`config.mk`:
```
export PLATFORM = sky130hd
export DESIGN_NAME = mic_pdm_ctrl_flat
export DESIGN_NICKNAME = d
export VERILOG_FILES = /design/src/rtl/mic_pdm_ctrl_if.sv /design/src/rtl/mic_pdm_ctrl.sv /design/src/flat_wrapper.sv
export SDC_FILE = /design/constraint.sdc
export NUM_CORES = 1
export LEC_CHECK = 0
export ABC_AREA = 1
export CAP_MARGIN = 20
export CORE_MARGIN = 2
export CORE_UTILIZATION = 40
export CTS_CLUSTER_DIAMETER = 80
export DETAILED_ROUTE_END_ITERATION = 7
export GPL_ROUTABILITY_DRIVEN = 0
export PLACE_DENSITY = 0.56
export SETUP_SLACK_MARGIN = 0.4
export SLEW_MARGIN = 20
export SYNTH_ARGS = -nofsm -noshare
export SYNTH_HDL_FRONTEND = slang
export SYNTH_SLANG_ARGS = --single-unit
```
`constraint.sdc`:
```
create_clock -name clk_i -period 3 [get_ports clk_i]
set_input_delay 0.6 -clock clk_i [delete_from_list [all_inputs] [get_ports clk_i]]
set_output_delay 0.6 -clock clk_i [all_outputs]
set_load 0.02 [all_outputs]
```
`src/rtl/mic_pdm_ctrl_if.sv`:
```
// rtl/mic_pdm_ctrl_if.sv - Wishbone register bus between a CPU and mic_pdm_ctrl
interface mic_pdm_ctrl_if;
  logic       wb_we_i;
  logic [2:0] wb_adr_i;
  logic [7:0] wb_dat_i;
  logic       wb_stb_i;
  logic [7:0] wb_dat_o;
  logic       wb_ack_o;

  modport master (
    output wb_we_i, wb_adr_i, wb_dat_i, wb_stb_i,
    input  wb_dat_o, wb_ack_o
  );

  modport slave (
    input  wb_we_i, wb_adr_i, wb_dat_i, wb_stb_i,
    output wb_dat_o, wb_ack_o
  );
endinterface

```
`src/rtl/mic_pdm_ctrl.sv`:
```
// rtl/mic_pdm_ctrl.sv - PDM mic pair sequencer: clock gen, ones-count decimation, FIFO, Wishbone regs
// Define MIC_PDM_STEREO_EN to add the right channel (rising-edge counter and CTRL stereo bit).
module mic_pdm_ctrl #(
  parameter int FifoDepth      = 4,
  parameter int StartupWindows = 2
) (
  input  logic                 clk_i,
  input  logic                 rst_ni,
  mic_pdm_ctrl_if.slave        wb,
  output logic                 mic_clk_o,
  input  logic                 mic_data_i,
  output logic                 irq_o
);
  localparam int         PtrW    = $clog2(FifoDepth);
  localparam logic [3:0] WuLast  = 4'(StartupWindows == 0 ? 0 : StartupWindows - 1);
  localparam logic [3:0] FullLvl = 4'(FifoDepth);

  typedef enum logic [1:0] {IDLE, WARMUP, RUN} state_t;
  state_t state, state_nx;

  logic       ctrl_en, ctrl_irq_en, ctrl_stereo;
  logic [7:0] div_reg, win_reg;
  logic       acc, wr, rd, flush;
  logic       running, in_warmup, in_run;

  // stb is ignored while ack is high, so each access costs two cycles
  assign acc   = wb.wb_stb_i & ~wb.wb_ack_o;
  assign wr    = acc & wb.wb_we_i;
  assign rd    = acc & ~wb.wb_we_i;
  assign flush = wr && wb.wb_adr_i == 3'd0 && wb.wb_dat_i[4];

  always_ff @(posedge clk_i or negedge rst_ni) begin
    if (!rst_ni) begin
      ctrl_en     <= 1'b0;
      ctrl_irq_en <= 1'b0;
      div_reg     <= 8'd0;
      win_reg     <= 8'd0;
    end else if (wr) begin
      case (wb.wb_adr_i)
        3'd0: begin
          ctrl_en     <= wb.wb_dat_i[0];
          ctrl_irq_en <= wb.wb_dat_i[2];
        end
        3'd2:    div_reg <= wb.wb_dat_i;
        3'd3:    win_reg <= wb.wb_dat_i;
        default: ;
      endcase
    end
  end

  logic [7:0] div_cnt, div_lat, win_cnt, win_lat, cnt_l, l_next, r_byte;
  logic       tick, fall_tick, win_end;

  assign tick      = ctrl_en && div_cnt == div_lat;
  assign fall_tick = tick & mic_clk_o;
  assign win_end   = fall_tick && win_cnt == win_lat;
  assign l_next    = (cnt_l == 8'hFF) ? cnt_l : cnt_l + {7'd0, mic_data_i};

  // DIV and WINDOW are sampled only at toggles / window ends so a period is never cut short
  always_ff @(posedge clk_i or negedge rst_ni) begin
    if (!rst_ni) begin
      div_cnt   <= 8'd0;
      div_lat   <= 8'd0;
      mic_clk_o <= 1'b0;
      win_cnt   <= 8'd0;
      win_lat   <= 8'd0;
      cnt_l     <= 8'd0;
    end else if (!ctrl_en) begin
      div_cnt   <= 8'd0;
      div_lat   <= div_reg;
      mic_clk_o <= 1'b0;
      win_cnt   <= 8'd0;
      win_lat   <= win_reg;
      cnt_l     <= 8'd0;
    end else begin
      if (tick) begin
        div_cnt   <= 8'd0;
        div_lat   <= div_reg;
        mic_clk_o <= ~mic_clk_o;
      end else begin
        div_cnt <= div_cnt + 8'd1;
      end
      if (fall_tick) begin
        if (win_end) begin
          win_cnt <= 8'd0;
          win_lat <= win_reg;
          cnt_l   <= 8'd0;
        end else begin
          win_cnt <= win_cnt + 8'd1;
          cnt_l   <= l_next;
        end
      end
    end
  end

`ifdef MIC_PDM_STEREO_EN
  logic [7:0] cnt_r;
  logic       unused_wdat;
  assign unused_wdat = ^{wb.wb_dat_i[7:5], wb.wb_dat_i[3]};

  always_ff @(posedge clk_i or negedge rst_ni) begin
    if (!rst_ni)
      ctrl_stereo <= 1'b0;
    else if (wr && wb.wb_adr_i == 3'd0)
      ctrl_stereo <= wb.wb_dat_i[1];
  end

  always_ff @(posedge clk_i or negedge rst_ni) begin
    if (!rst_ni)
      cnt_r <= 8'd0;
    else if (!ctrl_en || win_end)
      cnt_r <= 8'd0;
    else if (tick && !mic_clk_o && ctrl_stereo && cnt_r != 8'hFF)
      cnt_r <= cnt_r + {7'd0, mic_data_i};
  end

  assign r_byte = ctrl_stereo ? cnt_r : 8'd0;
`else
  logic unused_wdat;
  assign unused_wdat = ^{wb.wb_dat_i[7:5], wb.wb_dat_i[3], wb.wb_dat_i[1]};
  assign ctrl_stereo = 1'b0;
  assign r_byte      = 8'd0;
`endif

  logic [3:0] wu_cnt;

  always_ff @(posedge clk_i or negedge rst_ni) begin
    if (!rst_ni) state <= IDLE;
    else         state <= state_nx;
  end

  always_comb begin
    state_nx = state;
    case (state)
      IDLE:    if (ctrl_en) state_nx = (StartupWindows == 0) ? RUN : WARMUP;
      WARMUP:  if (win_end && wu_cnt == WuLast) state_nx = RUN;
      RUN:     state_nx = RUN;
      default: state_nx = IDLE;
    endcase
    if (!ctrl_en) state_nx = IDLE;
  end

  always_comb begin
    running   = state != IDLE;
    in_warmup = state == WARMUP;
    in_run    = state == RUN;
  end

  always_ff @(posedge clk_i or negedge rst_ni) begin
    if (!rst_ni)        wu_cnt <= 4'd0;
    else if (!in_warmup) wu_cnt <= 4'd0;
    else if (win_end)   wu_cnt <= wu_cnt + 4'd1;
  end

  logic [15:0]     mem [FifoDepth];
  logic [PtrW-1:0] wr_ptr, rd_ptr;
  logic [3:0]      level;
  logic            ovf, full, nonempty, push, pop, do_push;
  logic [15:0]     head;

  assign full     = level == FullLvl;
  assign nonempty = level != 4'd0;
  assign head     = mem[rd_ptr];
  assign push     = in_run & win_end;
  assign pop      = nonempty && rd &&
                    ((wb.wb_adr_i == 3'd4 && !ctrl_stereo) || wb.wb_adr_i == 3'd5);
  assign do_push  = push && (!full || pop);

  always_ff @(posedge clk_i) begin
    if (do_push && !flush) mem[wr_ptr] <= {r_byte, l_next};
  end

  always_ff @(posedge clk_i or negedge rst_ni) begin
    if (!rst_ni) begin
      wr_ptr <= '0;
      rd_ptr <= '0;
      level  <= 4'd0;
      ovf    <= 1'b0;
    end else if (flush) begin
      wr_ptr <= '0;
      rd_ptr <= '0;
      level  <= 4'd0;
      ovf    <= 1'b0;
    end else begin
      if (do_push) wr_ptr <= wr_ptr + PtrW'(1);
      if (pop)     rd_ptr <= rd_ptr + PtrW'(1);
      if (push && !do_push) ovf <= 1'b1;
      level <= level + {3'd0, do_push} - {3'd0, pop};
    end
  end

  logic [7:0] rd_mux;

  always_comb begin
    rd_mux = 8'h00;
    case (wb.wb_adr_i)
      3'd0:    rd_mux = {5'd0, ctrl_irq_en, ctrl_stereo, ctrl_en};
      3'd1:    rd_mux = {level, running, ovf, full, nonempty};
      3'd2:    rd_mux = div_reg;
      3'd3:    rd_mux = win_reg;
      3'd4:    rd_mux = nonempty ? head[7:0] : 8'h00;
      3'd5:    rd_mux = (nonempty && ctrl_stereo) ? head[15:8] : 8'h00;
      default: rd_mux = 8'h00;
    endcase
  end

  always_ff @(posedge clk_i or negedge rst_ni) begin
    if (!rst_ni) begin
      wb.wb_ack_o <= 1'b0;
      wb.wb_dat_o <= 8'h00;
      irq_o       <= 1'b0;
    end else begin
      wb.wb_ack_o <= acc;
      wb.wb_dat_o <= rd ? rd_mux : 8'h00;
      irq_o       <= ctrl_irq_en & (nonempty | ovf);
    end
  end
endmodule

```
`src/flat_wrapper.sv`:
```
// flat-port wrapper written by rule: the top's interface ports become plain ports
module mic_pdm_ctrl_flat 
#(
  parameter int FifoDepth      = 4,
  parameter int StartupWindows = 2
)
  (clk_i, rst_ni, mic_clk_o, mic_data_i, irq_o, wb_wb_we_i, wb_wb_adr_i, wb_wb_dat_i, wb_wb_stb_i, wb_wb_dat_o, wb_wb_ack_o);
  mic_pdm_ctrl_if wb_i ();
  input  logic clk_i;
  input  logic rst_ni;
  output logic mic_clk_o;
  input  logic mic_data_i;
  output logic irq_o;
  input wire logic [$bits(wb_i.wb_we_i)-1:0] wb_wb_we_i;
  input wire logic [$bits(wb_i.wb_adr_i)-1:0] wb_wb_adr_i;
  input wire logic [$bits(wb_i.wb_dat_i)-1:0] wb_wb_dat_i;
  input wire logic [$bits(wb_i.wb_stb_i)-1:0] wb_wb_stb_i;
  output wire logic [$bits(wb_i.wb_dat_o)-1:0] wb_wb_dat_o;
  output wire logic [$bits(wb_i.wb_ack_o)-1:0] wb_wb_ack_o;
  assign wb_i.wb_we_i = wb_wb_we_i;
  assign wb_i.wb_adr_i = wb_wb_adr_i;
  assign wb_i.wb_dat_i = wb_wb_dat_i;
  assign wb_i.wb_stb_i = wb_wb_stb_i;
  assign wb_wb_dat_o = wb_i.wb_dat_o;
  assign wb_wb_ack_o = wb_i.wb_ack_o;
  mic_pdm_ctrl #(.FifoDepth(FifoDepth), .StartupWindows(StartupWindows)) u_core (.clk_i(clk_i), .rst_ni(rst_ni), .wb(wb_i), .mic_clk_o(mic_clk_o), .mic_data_i(mic_data_i), .irq_o(irq_o));
endmodule
```
==> results of run 1 <==
-- layout make-up --
class / count / area share (%)
Sequential cell: 116 / 45.4
Multi-Input combinational cell: 400 / 32.7
Clock buffer: 27 / 7.31
Timing Repair Buffer: 39 / 5.45
Inverter: 91 / 5.08
Tap cell: 180 / 3.34
Clock inverter: 5 / 0.742
-- logic make-up after synthesis --
| group | synth area share [%] |
|---|---|
| buffers and inverters | 7.46 |
| DFF | 53.9 |
| xor gates and xnor gates | 2.93 |
| adders and majority gates | 4.76 |
| and+or+nand+nor | 20.4 |
| AOI/OAI and AO/OA | 10.6 |
-- worst register-to-register path, cell delays in order, from the launching register on --
cell and delay (ps):
dfrtp_1 410, inv_1 100, ha_1 160, nand3_2 120, inv_1 70, nor2_1 40
nand3_1 140, inv_1 80, ha_1 280, inv_1 40, ha_1 230, fa_1 390
xnor2_1 170, nor2_1 60
-- metal layers --
layer,up-vias,routed length [µm]
met5,-,0
met4,0,260
met3,18,629
met2,119,6000
met1,2081,6180
li1,2120,-
-- power by group through the flow --
stage / clock [W] / combinational [W] / sequential [W]
detailed placement: 0 / 0.00108 / 0.00205
global route: 0.00198 / 0.00123 / 0.00206
CTS: 0.00190 / 0.00108 / 0.00202
global placement: 0 / 0.00105 / 0.00205
finish: 0.00186 / 0.00107 / 0.00203
floorplan: 0 / 0.000802 / 0.00198
-- stage by stage --
stage | cell area [µm²] | std cells | total power [W] | setup slack [ps]
2_1_floorplan | 5680 | 619 | 0.00278 | 760
3_3_place_gp | 6190 | 826 | 0.00310 | 222
3_5_place_dp | 6190 | 826 | 0.00313 | 85.6
4_1_cts | 6740 | 858 | 0.00500 | 529
5_1_grt | 6750 | 858 | 0.00526 | 433
6_report | 6750 | 858 | 0.00496 | 602
-- final timing paths --
check | startpoint | end | slack [ps] | depth (start not counted)
max | u_core.level[2]$_DFF_PN0_ | u_core.level[2]$_DFF_PN0_ | 600 | 13
min | rst_ni | u_core.div_cnt[6]$_DFF_PN0_ | 230 | 1
max reg2reg | u_core.level[2]$_DFF_PN0_ | u_core.level[2]$_DFF_PN0_ | 600 | 13
min reg2reg | u_core.wb.wb_ack_o$_DFF_PN0_ | u_core.wb.wb_ack_o$_DFF_PN0_ | 460 | 1
max in group asynchronous | rst_ni | u_core.wb.wb_dat_o[3]$_DFF_PN0_ | 2110 | 2
min in group clk_i | u_core.wb.wb_ack_o$_DFF_PN0_ | u_core.wb.wb_ack_o$_DFF_PN0_ | 460 | 1
-- Yosys cell counts, drive strengths merged, types with 8 or more instances --
master	count	area (µm²)
inv	89	334
nand3	27	148
dfrtp	84	2100
o21ai	63	327
o22ai	16	100
nand2	145	592
nand4	10	77.6
edfxtp	32	961
a21oi	17	85.1
ha	20	250
xor2	13	114
nor2	59	255
buf	8	66.3
-- repair_timing --
action / in CTS / in global routing
hold buffers: 0 / 0
gates resized for setup: 0 / 2
endpoints found under the setup margin: 0 / 3
==> flow_metrics.py, run 1 <==
metrics = {
    "layout": {
        "largest_reg_flops": 32,
        "area_growth_pct": 18.7,
        "largest-register": "u_core.mem",
        "regArea_um2": 3060,
        "multi_input_area_um2": 2200,
        "diodes": 0,
        "final_cell_mix": "nand2_1, inv_1, dfrtp_1",
        "fillers": 1301,
        "drive_gt1_share_pct": 9.44,
        "finish.utilization_pct": 48.6,
        "nets": 702,
        "mostFrequentLayoutCell": "nand2_1",
    },
    "grt": {
        "grt_max_degree": 53,
        "antenna_found_initial": 0,
        "groute.usage.overall_pct": 18.8,
        "top_usage_layer": "met2",
        "grt_pass1_wl_mm": 21.4,
        "met2_usage_pct": 28.4,
        "grtUsageMet3_pct": 3.83,
        "gr-usage-met1_pct": 26.5,
        "grt_pass1_vias": 4210,
        "grt_remaining_overflow": 0,
    },
    "pwr": {
        "pwr-share-clk_pct": 37.5,
        "intPower_w": 0.00342,
        "netSwitchingPower_w": 0.00155,
        "netSwitchingFraction_pct": 31.1,
        "ir_drop_mv": 0.458,
        "p_per_area_nw_per_um2": 736,
        "p_leak_nw": 3.17,
        "comb_power_share_pct": 21.6,
        "pwr-share-seq_pct": 40.9,
    },
    "synth": {
        "synth-seq-area-share_pct": 53.9,
        "ys.flop_type": "dfrtp_1",
        "ys_warn_count": 0,
        "syn_avg_cell_area_um2": 9.18,
        "async_flop_share_pct": 72.4,
        "syn_inst": 619,
        "synth.distinct_cells": 44,
        "synth-edff-count": 32,
        "netlist_area_um2": 5680,
        "ys_ff_latch": 116,
        "syn-num-nets": 656,
    },
    "routing": {
        "drc": 0,
        "wl_mm": 13.1,
        "viasPerCell": 5.06,
        "dr_total_vias": 4338,
        "ant_nets": 0,
        "wire_per_inst_um": 15.2,
        "drtPass1Iterations": 5,
        "drtIter0Drc": 463,
    },
    "clock_network": {
        "h-tree-depth": 4,
        "cts_tree": "done",
        "clock-root-buffer": "clkbuf_16",
        "clkSinkCount": 116,
        "cts_setup_buffers": 0,
        "cts_buffer_depth": 2,
        "path_clk_slew_ps": 50,
        "insertion_delay_ps": 410,
        "numCtsBuffers": 17,
    },
    "outcome": {
        "outcome": "finished clean",
    },
    "timing": {
        "slew_violations": 0,
        "rsz0062_at_grt": "no",
        "relSlewSlack_pct": 52.4,
        "post-route-period-util_pct": 79.9,
        "hold_viol_final": 0,
        "clock.fmax_mhz": 417,
        "hold_ws_ps": 231,
        "worst_pin_slew_ps": 714,
        "totalNegativeSetupSlack_ps": 0,
        "finalCriticalPeriod_ps": 2400,
        "finalSetupViolCount": 0,
        "finalClockSkew_ps": 7.34,
    },
    "critical_path": {
        "slowest_delay_ps": 410,
        "critPathSlowestCell": "dfrtp_1",
        "worstPathCellList": "inv_1 -> ha_1 -> nand3_2 -> inv_1 -> nor2_1 -> nand3_1 -> inv_1 -> ha_1 -> inv_1 -> ha_1 -> fa_1 -> xnor2_1 -> nor2_1",
        "cp_top_family": "adder cells",
        "crit_path_start_kind": "register",
        "crit_path_frequent_cell": "inv_1",
        "critical_path_buf_inv_count": 4,
        "worstPathArrival_ps": 2700,
        "crit_type": "register to register",
        "crit_path_end_kind": "register",
        "cp_max_fo": 4,
        "crit_required_ps": 3300,
    },
    "floorplan": {
        "die_w_um": 123,
        "dieHeight_um": 123,
        "io_pins": 27,
        "rows": 43,
        "coreArea_um2": 13900,
        "initial_core_util_pct": 40.9,
        "dieArea_um2": 15200,
    },
    "placement": {
        "hpwl_mm": 9.43,
        "port_buffers": 26,
    },
    "min_path": {
        "holdCritPathClass": "input port to asynchronous set/reset pin",
    },
    "flow_run": {
        "timing.max_cap.violations": 0,
    },
}
Note: power is estimated with default switching activity, not from simulation.
==> run 2, diff against run 1 <==
==> constraint.sdc (replaced) <==
create_clock -name clk_i -period 2.4 [get_ports clk_i]
set_input_delay 0.48 -clock clk_i [delete_from_list [all_inputs] [get_ports clk_i]]
set_output_delay 0.48 -clock clk_i [all_outputs]
set_load 0.02 [all_outputs]
==> run 2 against run 1 <==
Die area unchanged; fmax up 13%; largest cell class unchanged; sequential share of layout area down 2.9 points.
==> flow_metrics.py, run 2 (synthesis gave the netlist of run 1 again) <==
metrics = {
    "outcome": {
        "outcome": "finished clean",
    },
    "timing": {
        "post-route-period-util_pct": 88.6,
        "slew_violations": 0,
        "finalCriticalPeriod_ps": 2130,
        "finalSetupViolCount": 0,
        "hold_ws_ps": 30.3,
        "clock.fmax_mhz": 471,
        "worst_pin_slew_ps": 467,
        "rsz0062_at_grt": "yes",
        "relSlewSlack_pct": 68.6,
        "finalClockSkew_ps": 7.20,
        "hold_viol_final": 0,
        "totalNegativeSetupSlack_ps": 0,
        "setup_ws_ps": 275,
    },
    "floorplan": {
        "dieArea_um2": 15200,
        "rows": 43,
        "coreArea_um2": 13900,
        "initial_core_util_pct": 40.9,
        "die_w_um": 123,
        "io_pins": 27,
        "dieHeight_um": 123,
    },
    "grt": {
        "grt_remaining_overflow": 0,
        "antenna_found_initial": 0,
        "grt_pass1_vias": 4375,
        "grt_max_degree": 35,
        "grt_pass1_wl_mm": 22.1,
        "groute.usage.overall_pct": 19.5,
    },
    "routing": {
        "ant_nets": 0,
        "dr_total_vias": 4384,
        "viasPerCell": 4.92,
        "drtIter0Drc": 368,
        "drc": 0,
        "drtPass1Iterations": 5,
        "wire_per_inst_um": 15.3,
        "wl_mm": 13.6,
    },
    "flow_run": {
        "timing.max_cap.violations": 0,
    },
    "critical_path": {
        "worstRegToRegCells": 13,
        "crit_required_ps": 2740,
        "crit_path_end_kind": "register",
        "crit_path_start_kind": "register",
        "worstPathArrival_ps": 2460,
        "crit_type": "register to register",
        "cp_max_fo": 3,
    },
    "clock_network": {
        "numCtsBuffers": 17,
        "clkSinkCount": 116,
        "ctsHoldBuffers": 0,
        "clock-root-buffer": "clkbuf_16",
        "cts_buffer_depth": 2,
        "path_clk_slew_ps": 50,
        "h-tree-depth": 4,
        "cts_tree": "done",
        "insertion_delay_ps": 410,
    },
    "layout": {
        "diodes": 0,
        "drive_gt1_share_pct": 18.1,
        "nets": 735,
        "largest-register": "u_core.mem",
        "largest_reg_flops": 32,
        "area_growth_pct": 26.8,
        "final_cell_mix": "nand2_1, dfrtp_1, inv_1",
        "mostFrequentLayoutCell": "nand2_1",
    },
    "min_path": {
        "holdCritPathClass": "input port to asynchronous set/reset pin",
    },
    "placement": {
        "place_ws_ps": -278,
        "hpwl_mm": 9.76,
        "port_buffers": 26,
    },
    "pwr": {
        "ir_drop_mv": 0.553,
        "p_per_area_nw_per_um2": 918,
        "p_leak_nw": 3.34,
    },
}
-- run 2: changes by cell type in the layout (fill, tap and decap cells not counted), sizes merged --
cell,previous run,this run
dlygate4sd2,0,1
clkdlybuf4s50,25,24
clkbuf,27,28
buf,14,47
bufinv,1,0
-- run 2: what timing repair did --
action,CTS,global route
endpoints found under the hold margin,0,0
buffers inserted,12,5
cloned,0,0
pin swaps,18,11
resized for setup,22,29
endpoints found under the setup margin,35,49
-- run 2: critical path, cell delays in order (launching register included) --
cell,delay [ps]
dfrtp_1,370
inv_2,90
ha_4,150
nand3_4,60
inv_2,50
nor2_2,30
nand3_2,90
inv_2,60
ha_4,260
inv_2,40
ha_4,150
fa_2,520
inv_1,50
nor2_2,110
-- run 2: stage by stage --
stage | area, µm² | instances | utilization [%] | total power (W)
floorplan | 5700 | 619 | - | 0.00351
global placement | 6320 | 842 | 45.6 | 0.00395
detailed placement | 6320 | 842 | 45.6 | 0.00397
CTS | 7040 | 886 | 50.7 | 0.00651
global route | 7200 | 891 | 51.9 | 0.00700
finish | 7200 | 891 | 51.9 | 0.00661
-- run 2: final timing paths --
| kind | slack (ps) | endpoint | start |
|---|---|---|---|
| worst max-delay path | 270 | u_core.level[1]$_DFF_PN0_ | u_core.level[3]$_DFF_PN0_ |
| worst max register to register | 270 | u_core.level[1]$_DFF_PN0_ | u_core.level[3]$_DFF_PN0_ |
| worst min-delay path | 30 | u_core.div_reg[6]$_DFFE_PN0P_ | rst_ni |
| worst min register to register | 500 | u_core.div_lat[2]$_DFFE_PN0P_ | u_core.div_lat[2]$_DFFE_PN0P_ |
| max in group asynchronous | 1760 | u_core.win_lat[5]$_DFFE_PN0P_ | rst_ni |
| min in group clk_i | 500 | u_core.div_lat[2]$_DFFE_PN0P_ | u_core.div_lat[2]$_DFFE_PN0P_ |
-- run 2: layout make-up --
class | count | area (µm²)
fill | 1266 | 6680
sequential | 116 | 3060
multi-input combinational | 400 | 2380
timing repair buffer | 72 | 632
clock buffer | 28 | 537
inverter | 91 | 349
tap | 180 | 225
clock inverter | 4 | 20.0
-- run 2: layer usage --
layer  routed length [µm]  track usage (%)
met3                  577             5.21
met2                 6330             29.4
met1                 6410             26.8
met4                  292             7.95
met5                    0                0
-- run 2: where the power goes --
group | leakage [nW] | switching, W | internal (W) | total (W)
Sequential | 1.43 | 0.000231 | 0.00228 | 0.00252
Combinational | 1.63 | 0.00105 | 0.000707 | 0.00175
Clock | 0.280 | 0.000839 | 0.00150 | 0.00234
==> run 3, diff against run 2 <==
--- a/config.mk
+++ b/config.mk
@@ -5,7 +5,6 @@
 export SDC_FILE = /design/constraint.sdc
 export NUM_CORES = 1
 export LEC_CHECK = 0
-export ABC_AREA = 1
 export CAP_MARGIN = 20
 export CORE_MARGIN = 2
 export CORE_UTILIZATION = 40
==> run 3 against run 2 <==
The run now ends with negative setup slack left; clock skew rose by 0.84 ps; global-route usage shrank 1.3 points; non-clock buffer count increased by 14; sequential share of layout area shrank 1.8 points; critical path type unchanged; largest power group unchanged; highest routed layer unchanged.
==> flow_metrics.py, run 3 <==
metrics = {
    "outcome": {
        "outcome": "complete, but fails checks",
        "violations": "negative setup slack",
    },
    "grt": {
        "grt_max_degree": 50,
        "antenna_found_initial": 0,
        "grt_pass1_wl_mm": 20.5,
        "gr-usage-met1_pct": 24.1,
        "grt_remaining_overflow": 0,
        "top_usage_layer": "met2",
        "grtUsageMet3_pct": 4.79,
        "grt_pass1_vias": 4013,
        "groute.usage.overall_pct": 18.2,
        "met2_usage_pct": 29.1,
    },
    "critical_path": {
        "worstPathArrival_ps": 2720,
        "crit_required_ps": 2700,
        "cp_max_fo": 2,
        "crit_path_start_kind": "register",
        "worstPathCellList": "or4b_4 -> o311ai_4 -> nand3_2 -> nor3_2 -> ha_2 -> fa_1 -> nor2b_1",
        "crit_type": "register to register",
        "crit_path_end_kind": "register",
        "slowest_delay_ps": 560,
        "critPathSlowestCell": "or4b_4",
    },
    "timing": {
        "hold_ws_ps": 32.1,
        "post-route-period-util_pct": 101,
        "setup_ws_ps": -17.7,
        "worst_pin_slew_ps": 556,
        "totalNegativeSetupSlack_ps": -17.7,
        "finalClockSkew_ps": 8.04,
        "finalSetupViolCount": 1,
        "clock.fmax_mhz": 414,
        "relSlewSlack_pct": 62.9,
        "finalCriticalPeriod_ps": 2420,
        "slew_violations": 0,
        "hold_viol_final": 0,
        "rsz0062_at_grt": "yes",
    },
    "synth": {
        "synth-edff-count": 32,
        "yosys.area.top_type": "dfrtp_1",
        "synthTopCellsByCount": "dfrtp_1, mux2_2, edfxtp_1",
        "async_flop_share_pct": 72.4,
        "synth.distinct_cells": 50,
        "synth_top_cell_area_share_pct": 37.3,
        "syn_inst": 466,
        "ys_ff_latch": 116,
        "yosysMostFrequentCell": "dfrtp_1",
        "ys_warn_count": 0,
        "netlist_top_cells_area": "dfrtp_1, edfxtp_1, mux2_2, ha_1, mux4_2",
        "synth-seq-area-share_pct": 54.4,
        "netlist_area_um2": 5630,
        "syn_avg_cell_area_um2": 12.1,
        "syn-num-nets": 503,
        "ys.flop_type": "dfrtp_1",
    },
    "clock_network": {
        "clkSinkCount": 116,
        "clock-root-buffer": "clkbuf_16",
        "cts_buffer_depth": 2,
        "insertion_delay_ps": 410,
        "h-tree-depth": 4,
        "ctsHoldBuffers": 0,
        "numCtsBuffers": 17,
        "path_clk_slew_ps": 50,
        "cts_tree": "done",
    },
    "floorplan": {
        "dieHeight_um": 123,
        "die_w_um": 123,
        "initial_core_util_pct": 40.7,
        "io_pins": 27,
        "coreArea_um2": 13800,
        "rows": 43,
        "dieArea_um2": 15000,
    },
    "layout": {
        "largest_reg_flops": 32,
        "finish.utilization_pct": 54.4,
        "nets": 587,
        "area_growth_pct": 33.6,
        "final_cell_mix": "dfrtp_1, buf_4, mux2_2, edfxtp_1, nor2_1",
        "diodes": 0,
        "mostFrequentLayoutCell": "dfrtp_1",
        "largest-register": "u_core.mem",
        "fillers": 1124,
        "drive_gt1_share_pct": 37.5,
    },
    "pwr": {
        "p_per_area_nw_per_um2": 964,
        "p_leak_nw": 3.24,
        "finalPower_w": 0.00725,
        "ir_drop_mv": 0.568,
    },
    "placement": {
        "hpwl_mm": 8.86,
        "place_ws_ps": -617,
        "port_buffers": 26,
    },
    "routing": {
        "viasPerCell": 5.25,
        "dr_total_vias": 3898,
        "ant_nets": 0,
        "drc": 0,
        "drtIter0Drc": 233,
        "drtPass1Iterations": 4,
        "wire_per_inst_um": 17.3,
        "wl_mm": 12.8,
    },
    "min_path": {
        "holdCritPathClass": "input port to asynchronous set/reset pin",
    },
    "flow_run": {
        "timing.max_cap.violations": 0,
    },
}
[run 3: cell types whose count changed after synthesis, moves of 6 or more]
cell	change
inv_1	-68
mux2_2	+40
mux4_2	+10
o22ai_1	-11
o21ai_0	-54
nor2_1	-24
nand2_1	-108
xor2_1	+11
and3_1	+11
clkbuf_1	+11
a21oi_1	+13
and2_1	+6
[run 3: kinds of logic after synthesis]
| kind of cell | Yosys count | synth area share (%) |
|---|---|---|
| simple gates | 144 | 13.6 |
| fa+ha+maj | 21 | 4.80 |
| xor+xnor | 31 | 4.82 |
| buf+inv | 39 | 2.80 |
| flops | 116 | 54.4 |
| mux | 51 | 12.2 |
| compound gates | 64 | 7.38 |
[run 3: per-layer routing]
metal	share of wire, %	wire [µm]	up-vias
met5	0	0	-
met4	1.4	178	0
met3	3.6	467	17
met2	48	6130	73
met1	47	6070	1949
li1	-	-	1859
[run 3: path summary, 6_finish.rpt]
path | from | end | slack [ps] | depth (start not counted)
setup / recovery | u_core.wb.wb_ack_o$_DFF_PN0_ | u_core.level[1]$_DFF_PN0_ | -20 | 7
hold / removal | rst_ni | u_core.wb.wb_dat_o[7]$_DFF_PN0_ | 30 | 1
setup reg to reg | u_core.wb.wb_ack_o$_DFF_PN0_ | u_core.level[1]$_DFF_PN0_ | -20 | 7
hold reg to reg | u_core.div_lat[3]$_DFFE_PN0P_ | u_core.div_lat[3]$_DFFE_PN0P_ | 530 | 1
max in group asynchronous | rst_ni | u_core.mic_clk_o$_DFFE_PN0P_ | 1710 | 2
min in group clk_i | u_core.div_lat[3]$_DFFE_PN0P_ | u_core.div_lat[3]$_DFFE_PN0P_ | 530 | 1
[run 3: cell type report]
cell class              instances  area, µm²  share of cell area, %
inverters                      18       67.6                  0.898
repair buffers                 86        825                   11.0
clock buffers                  24        534                   7.10
multi-input cells             311       2740                   36.4
clock inverters                 8       67.6                  0.898
flip-flops and latches        116       3060                   40.7
well taps                     180        225                   2.99
[run 3: power by group]
group | switching, W | internal [W] | leakage [nW]
logic | 0.000951 | 0.00113 | 1.53
registers | 0.000323 | 0.00234 | 1.41
clock network | 0.000863 | 0.00164 | 0.302
total | 0.00214 | 0.00511 | 3.24
[run 3: through the flow]
step / cell area, µm² / cells
finish: 7520 / 743
global route: 7520 / 743
CTS: 7330 / 738
detailed placement: 6380 / 689
global placement: 6380 / 689
floorplan: 5670 / 466
[run 3: what timing repair did]
| action | 4_1_cts | 5_1_grt |
|---|---|---|
| setup endpoints to repair | 75 | 78 |
| resized for setup | 56 | 35 |
| buffers inserted | 16 | 5 |
| gates cloned | 1 | 0 |
| pin swaps | 37 | 26 |
[run 3: worst max-delay path, delay by kind of cell (launching register included)]
kind	cells	cell delay, ps
fa+ha+maj	2	640
simple gates	4	970
compound gates	1	320
flops	1	370
